## src/rtl/sm3_msg_expand_if.sv

```systemverilog
// rtl/sm3_msg_expand_if.sv - word-in / round-out stream bundle for sm3_msg_expand
interface sm3_msg_expand_if;
  logic [31:0] din;
  logic        din_valid;
  logic        din_ready;
  logic [31:0] w;
  logic [31:0] w1;
  logic [5:0]  round;
  logic        dout_valid;
  logic        dout_ready;
  logic        dout_last;

  // slave: the expansion block itself
  modport slave (
    input  din, din_valid, dout_ready,
    output din_ready, w, w1, round, dout_valid, dout_last
  );

  // master: block producer on the input side, round consumer on the output side
  modport master (
    output din, din_valid, dout_ready,
    input  din_ready, w, w1, round, dout_valid, dout_last
  );
endinterface

```

## src/rtl/sm3_msg_expand.sv

```systemverilog
// rtl/sm3_msg_expand.sv - SM3 message expansion, 16-word sliding window (option: SM3_MSG_LE_SWAP_EN)
module sm3_msg_expand #(
  parameter int ROUNDS = 64
) (
  input logic             clk,
  input logic             rst_n,
  sm3_msg_expand_if.slave bus
);

  localparam logic [5:0] LAST_ROUND = 6'(ROUNDS - 1);

  typedef enum logic {
    ST_LOAD = 1'b0,
    ST_RUN  = 1'b1
  } state_t;

  state_t      state_q;
  logic [3:0]  cnt_q;
  logic [5:0]  round_q;
  logic [31:0] win_q [16];
  logic        din_ready_q;
  logic        dout_valid_q;
  logic [31:0] din_word;
  logic [31:0] w_new_d;

  function automatic logic [31:0] rotl7(input logic [31:0] x);
    return {x[24:0], x[31:25]};
  endfunction

  function automatic logic [31:0] rotl15(input logic [31:0] x);
    return {x[16:0], x[31:17]};
  endfunction

  function automatic logic [31:0] rotl23(input logic [31:0] x);
    return {x[8:0], x[31:9]};
  endfunction

  function automatic logic [31:0] p1(input logic [31:0] x);
    return x ^ rotl15(x) ^ rotl23(x);
  endfunction

`ifdef SM3_MSG_LE_SWAP_EN
  // little-endian producers: reverse bytes so the window always holds big-endian words
  assign din_word = {bus.din[7:0], bus.din[15:8], bus.din[23:16], bus.din[31:24]};
`else
  assign din_word = bus.din;
`endif

  // next expansion word W_{j+16} from the current window (win_q[0] = W_j)
  always_comb begin
    w_new_d = p1(win_q[0] ^ win_q[7] ^ rotl15(win_q[13])) ^ rotl7(win_q[3]) ^ win_q[10];
  end

  // load/run controller: fills the window, then shifts it once per accepted beat
  always_ff @(posedge clk) begin
    if (!rst_n) begin
      state_q      <= ST_LOAD;
      cnt_q        <= 4'd0;
      round_q      <= 6'd0;
      din_ready_q  <= 1'b1;
      dout_valid_q <= 1'b0;
      for (int i = 0; i < 16; i++) begin
        win_q[i] <= 32'd0;
      end
    end else begin
      case (state_q)
        ST_LOAD: begin
          if (bus.din_valid && din_ready_q) begin
            win_q[cnt_q] <= din_word;
            cnt_q        <= cnt_q + 4'd1;
            if (cnt_q == 4'd15) begin
              state_q      <= ST_RUN;
              round_q      <= 6'd0;
              din_ready_q  <= 1'b0;
              dout_valid_q <= 1'b1;
            end
          end
        end
        ST_RUN: begin
          if (dout_valid_q && bus.dout_ready) begin
            for (int i = 0; i < 15; i++) begin
              win_q[i] <= win_q[i+1];
            end
            win_q[15] <= w_new_d;
            if (round_q == LAST_ROUND) begin
              state_q      <= ST_LOAD;
              round_q      <= 6'd0;
              cnt_q        <= 4'd0;
              din_ready_q  <= 1'b1;
              dout_valid_q <= 1'b0;
            end else begin
              round_q <= round_q + 6'd1;
            end
          end
        end
        default: begin
          state_q      <= ST_LOAD;
          cnt_q        <= 4'd0;
          round_q      <= 6'd0;
          din_ready_q  <= 1'b1;
          dout_valid_q <= 1'b0;
        end
      endcase
    end
  end

  assign bus.din_ready  = din_ready_q;
  assign bus.dout_valid = dout_valid_q;
  assign bus.w          = win_q[0];
  assign bus.w1         = win_q[0] ^ win_q[4];
  assign bus.round      = round_q;
  assign bus.dout_last  = dout_valid_q & (round_q == LAST_ROUND);

endmodule
```

## src/flat_wrapper.sv

```systemverilog
// flat-port wrapper written by rule: the top's interface ports become plain ports
module sm3_msg_expand_flat 
#(
  parameter int ROUNDS = 64
)
  (clk, rst_n, bus_din, bus_din_valid, bus_dout_ready, bus_din_ready, bus_w, bus_w1, bus_round, bus_dout_valid, bus_dout_last);
  sm3_msg_expand_if bus_i ();
  input logic clk;
  input logic rst_n;
  input wire logic [$bits(bus_i.din)-1:0] bus_din;
  input wire logic [$bits(bus_i.din_valid)-1:0] bus_din_valid;
  input wire logic [$bits(bus_i.dout_ready)-1:0] bus_dout_ready;
  output wire logic [$bits(bus_i.din_ready)-1:0] bus_din_ready;
  output wire logic [$bits(bus_i.w)-1:0] bus_w;
  output wire logic [$bits(bus_i.w1)-1:0] bus_w1;
  output wire logic [$bits(bus_i.round)-1:0] bus_round;
  output wire logic [$bits(bus_i.dout_valid)-1:0] bus_dout_valid;
  output wire logic [$bits(bus_i.dout_last)-1:0] bus_dout_last;
  assign bus_i.din = bus_din;
  assign bus_i.din_valid = bus_din_valid;
  assign bus_i.dout_ready = bus_dout_ready;
  assign bus_din_ready = bus_i.din_ready;
  assign bus_w = bus_i.w;
  assign bus_w1 = bus_i.w1;
  assign bus_round = bus_i.round;
  assign bus_dout_valid = bus_i.dout_valid;
  assign bus_dout_last = bus_i.dout_last;
  sm3_msg_expand #(.ROUNDS(ROUNDS)) u_core (.clk(clk), .rst_n(rst_n), .bus(bus_i));
endmodule
```

## config.mk

```make
export PLATFORM = sky130hd
export DESIGN_NAME = sm3_msg_expand_flat
export DESIGN_NICKNAME = d
export VERILOG_FILES = /design/src/rtl/sm3_msg_expand_if.sv /design/src/rtl/sm3_msg_expand.sv /design/src/flat_wrapper.sv
export SDC_FILE = /design/constraint.sdc
export NUM_CORES = 1
export LEC_CHECK = 0
export BUFFER_PORTS_ARGS = -buffer_cell sky130_fd_sc_hd__clkbuf_2
export CAP_MARGIN = 25
export CORE_MARGIN = 2
export CORE_UTILIZATION = 40
export CTS_CLUSTER_SIZE = 25
export DETAILED_ROUTE_END_ITERATION = 16
export PLACE_DENSITY_LB_ADDON = 0.3
export SYNTH_ARGS = -nofsm -noshare
export SYNTH_HDL_FRONTEND = slang
export SYNTH_SLANG_ARGS = --single-unit
```

## constraint.sdc

```tcl
create_clock -name clk -period 4.5 [get_ports clk]
set_input_delay 0.675 -clock clk [delete_from_list [all_inputs] [get_ports clk]]
set_output_delay 0.675 -clock clk [all_outputs]
set_load 0.03 [all_outputs]
```

==> flow_summary.json <==
{
  "rr_worst_depth": 4,
  "synth_common_cells": "edfxtp_1 (512), nand2_1 (332), a22o_1 (320)",
  "status": "complete, no violations",
  "relSlewSlack_pct": 28.2,
  "grt_antenna_before_repair": 0,
  "switching_share_pct": 25.9,
  "cts_resized": 0,
  "async_flop_share_pct": 0,
  "whs_path_depth": 4,
  "drt_iter0_drc": 2161,
  "worstPathArrival_ps": 3330,
  "vias": 16100,
  "rsz0062_at_grt": "no",
  "max_freq_ghz": 0.326,
  "dpl.hpwl_um": 50600,
  "synth_cell_types": 43,
  "gp_congestion": 0.911,
  "skew_ps": 30.2,
  "worstPathRequired_ps": 4760,
  "cts_buffers": 56,
  "rows": 91,
  "period_minus_slack_ps": 3070,
  "cap_violations": 0,
  "die_x_um": 254,
  "grt_max_degree": 96,
  "synth_top_area_share_pct": 61.6,
  "p_switching_uw": 3080,
  "routed_wl_um": 72500,
  "h-tree-depth": 2,
  "core-area_um2": 61700,
  "ys_warn_count": 0,
  "grt_pass1_wl_um": 106000,
  "p_leak_uw": 0.0106,
  "postRouteAntennaNets": 0,
  "period_share_pct": 68.2,
  "power_density_nw_per_um2": 428,
  "drt_first_pass_iters": 6,
  "nets": 1913,
  "synth_edf_count": 512,
  "area_growth_pct": 11.2,
  "startpoint_type": "register",
  "setup_viol": 0,
  "final.setup.tns_ps": 0,
  "postCtsSetupBuffers": 0,
  "dieArea_um2": 64400,
  "seq_power_share_pct": 50.0,
  "start_util_pct": 40.5,
  "path_class": "register to register",
  "ys_ff_latch": 525,
  "io_buffers": 108,
  "clock_latency_ps": 630,
  "wl_per_cell_um": 26.3,
  "worst_setup_path_end_kind": "register",
  "avgSynthCellArea_um2": 13.4,
  "synthCells": 1863,
  "drive_gt1_share_pct": 14.8,
  "n_antenna_cell": 0,
  "cts_tree": "yes",
  "ctsLongestPathBuffers": 3,
  "hold_buffers": 0,
  "synth_area_leaders": "edfxtp_1 (62%), a22o_1 (11%), nand2_1 (5.0%)",
  "die_y_um": 254,
  "synth.largest_area_cell": "edfxtp_1",
  "synth_most_common_cell": "edfxtp_1",
  "min_path_type": "input port to register",
  "grt_use_total_pct": 22.5,
  "combPwrFrac_pct": 11.7,
  "hold_ws_ps": 437,
  "numClockSinks": 525,
  "syn-num-nets": 1904,
  "overflow": 0,
  "intPower_uw": 8820,
  "seq_area_frac_synth_pct": 62.6,
  "clockPowerShare_pct": 38.3,
  "crit_path_max_fanout": 33,
  "netlist_area_um2": 25000,
  "ys.flop_type": "edfxtp_1",
  "grt_pass1_vias": 14900,
  "ios": 109,
  "clk_pin_slew_worst_paths_ps": 60,
  "worst_pin_slew_ps": 1080,
  "peakVddDrop_mv": 0.231,
  "drc": 0,
  "via_per_inst": 5.85,
  "hold_violations": 0,
  "cts_root_buffer": "clkbuf_16",
  "maxSlewViolCount": 0
}
worst paths after layout:
check,startpoint,to,slack (ps)
max,u_core.cnt_q[3],u_core.win_q[11][4],1430
min,bus_dout_ready,u_core.state_q,440
max reg2reg,u_core.cnt_q[3],u_core.win_q[11][4],1430
min reg2reg,u_core.win_q[9][4],u_core.win_q[8][4],510
critical path, stage by stage (launching register included):
cell and delay (ps):
dfxtp_1 780, nand2b_2 390, or3_2 920, nand2_1 170
buf_4 430
final cells by class:
cell class / instances / area, um^2
fill: 5472 / 34000
tap: 837 / 1050
timing repair buffer: 149 / 1020
inverter: 8 / 30.0
clock inverter: 28 / 259
multi-input combinational: 1132 / 8240
sequential: 525 / 15600
clock buffer: 74 / 1520
state kept, by name, indices dropped and copies added (netlist names):
| register | cells |
|---|---|
| u_core.state_q | 1 |
| u_core.bus.din_ready | 1 |
| u_core.bus.dout_valid | 1 |
| u_core.win_q | 512 |
| u_core.cnt_q | 4 |
| u_core.bus.round | 6 |
cells in the final DEF (no fill, tap or decap), drive strengths merged, types with 11 or more instances in the layout:
| master | n |
|---|---|
| a22o | 320 |
| buf | 42 |
| xnor2 | 129 |
| clkinv | 20 |
| clkbuf | 181 |
| o2bb2ai | 32 |
| nand2 | 333 |
| dfxtp | 13 |
| nor2 | 11 |
| xnor3 | 32 |
| xor2 | 33 |
| inv | 11 |
| edfxtp | 512 |
| nand3 | 171 |
metal layers:
| layer | GRT usage [%] | part of all wire [%] | vias to the layer above |
|---|---|---|---|
| met5 | 0 | 0 | - |
| met4 | 5.41 | 2.3 | 0 |
| met2 | 34.1 | 45 | 774 |
| li1 | - | - | 6982 |
| met1 | 33.8 | 44 | 8249 |
| met3 | 3.51 | 9.1 | 90 |
stage by stage:
step | area (um^2) | instances | util (%) | setup WS, ps | total power [uW]
floorplan | 25000 | 1863 | - | 575 | 6840
global placement | 25800 | 2644 | 41.8 | 1220 | 7380
detailed placement | 26000 | 2650 | 42.1 | 1220 | 7400
CTS | 27700 | 2752 | 44.9 | 1450 | 11900
global route | 27800 | 2753 | 45.0 | 1320 | 12200
finish | 27800 | 2753 | 45.0 | 1430 | 11900
power by group through the flow:
stage / Clock, uW / Combinational (uW) / Sequential, uW
2_1_floorplan: 0 / 893 / 5950
3_5_place_dp: 0 / 1370 / 6040
4_1_cts: 4610 / 1380 / 5940
5_1_grt: 4800 / 1470 / 5960
3_3_place_gp: 0 / 1340 / 6040
6_report: 4550 / 1390 / 5950
logic make-up (layout without fill, tap and decap cells):
group	count (synthesis)	in the layout	synth area share, %
muxes	1	1	0.0401
buffers and inverters	206	259	4.98
adders and majority gates	5	5	0.251
DFF	525	525	62.6
AOI/OAI and AO/OA	376	376	13.0
and+or+nand+nor	556	556	10.6
xor gates and xnor gates	194	194	8.57
No activity file was read; power rests on OpenSTA's default activity.
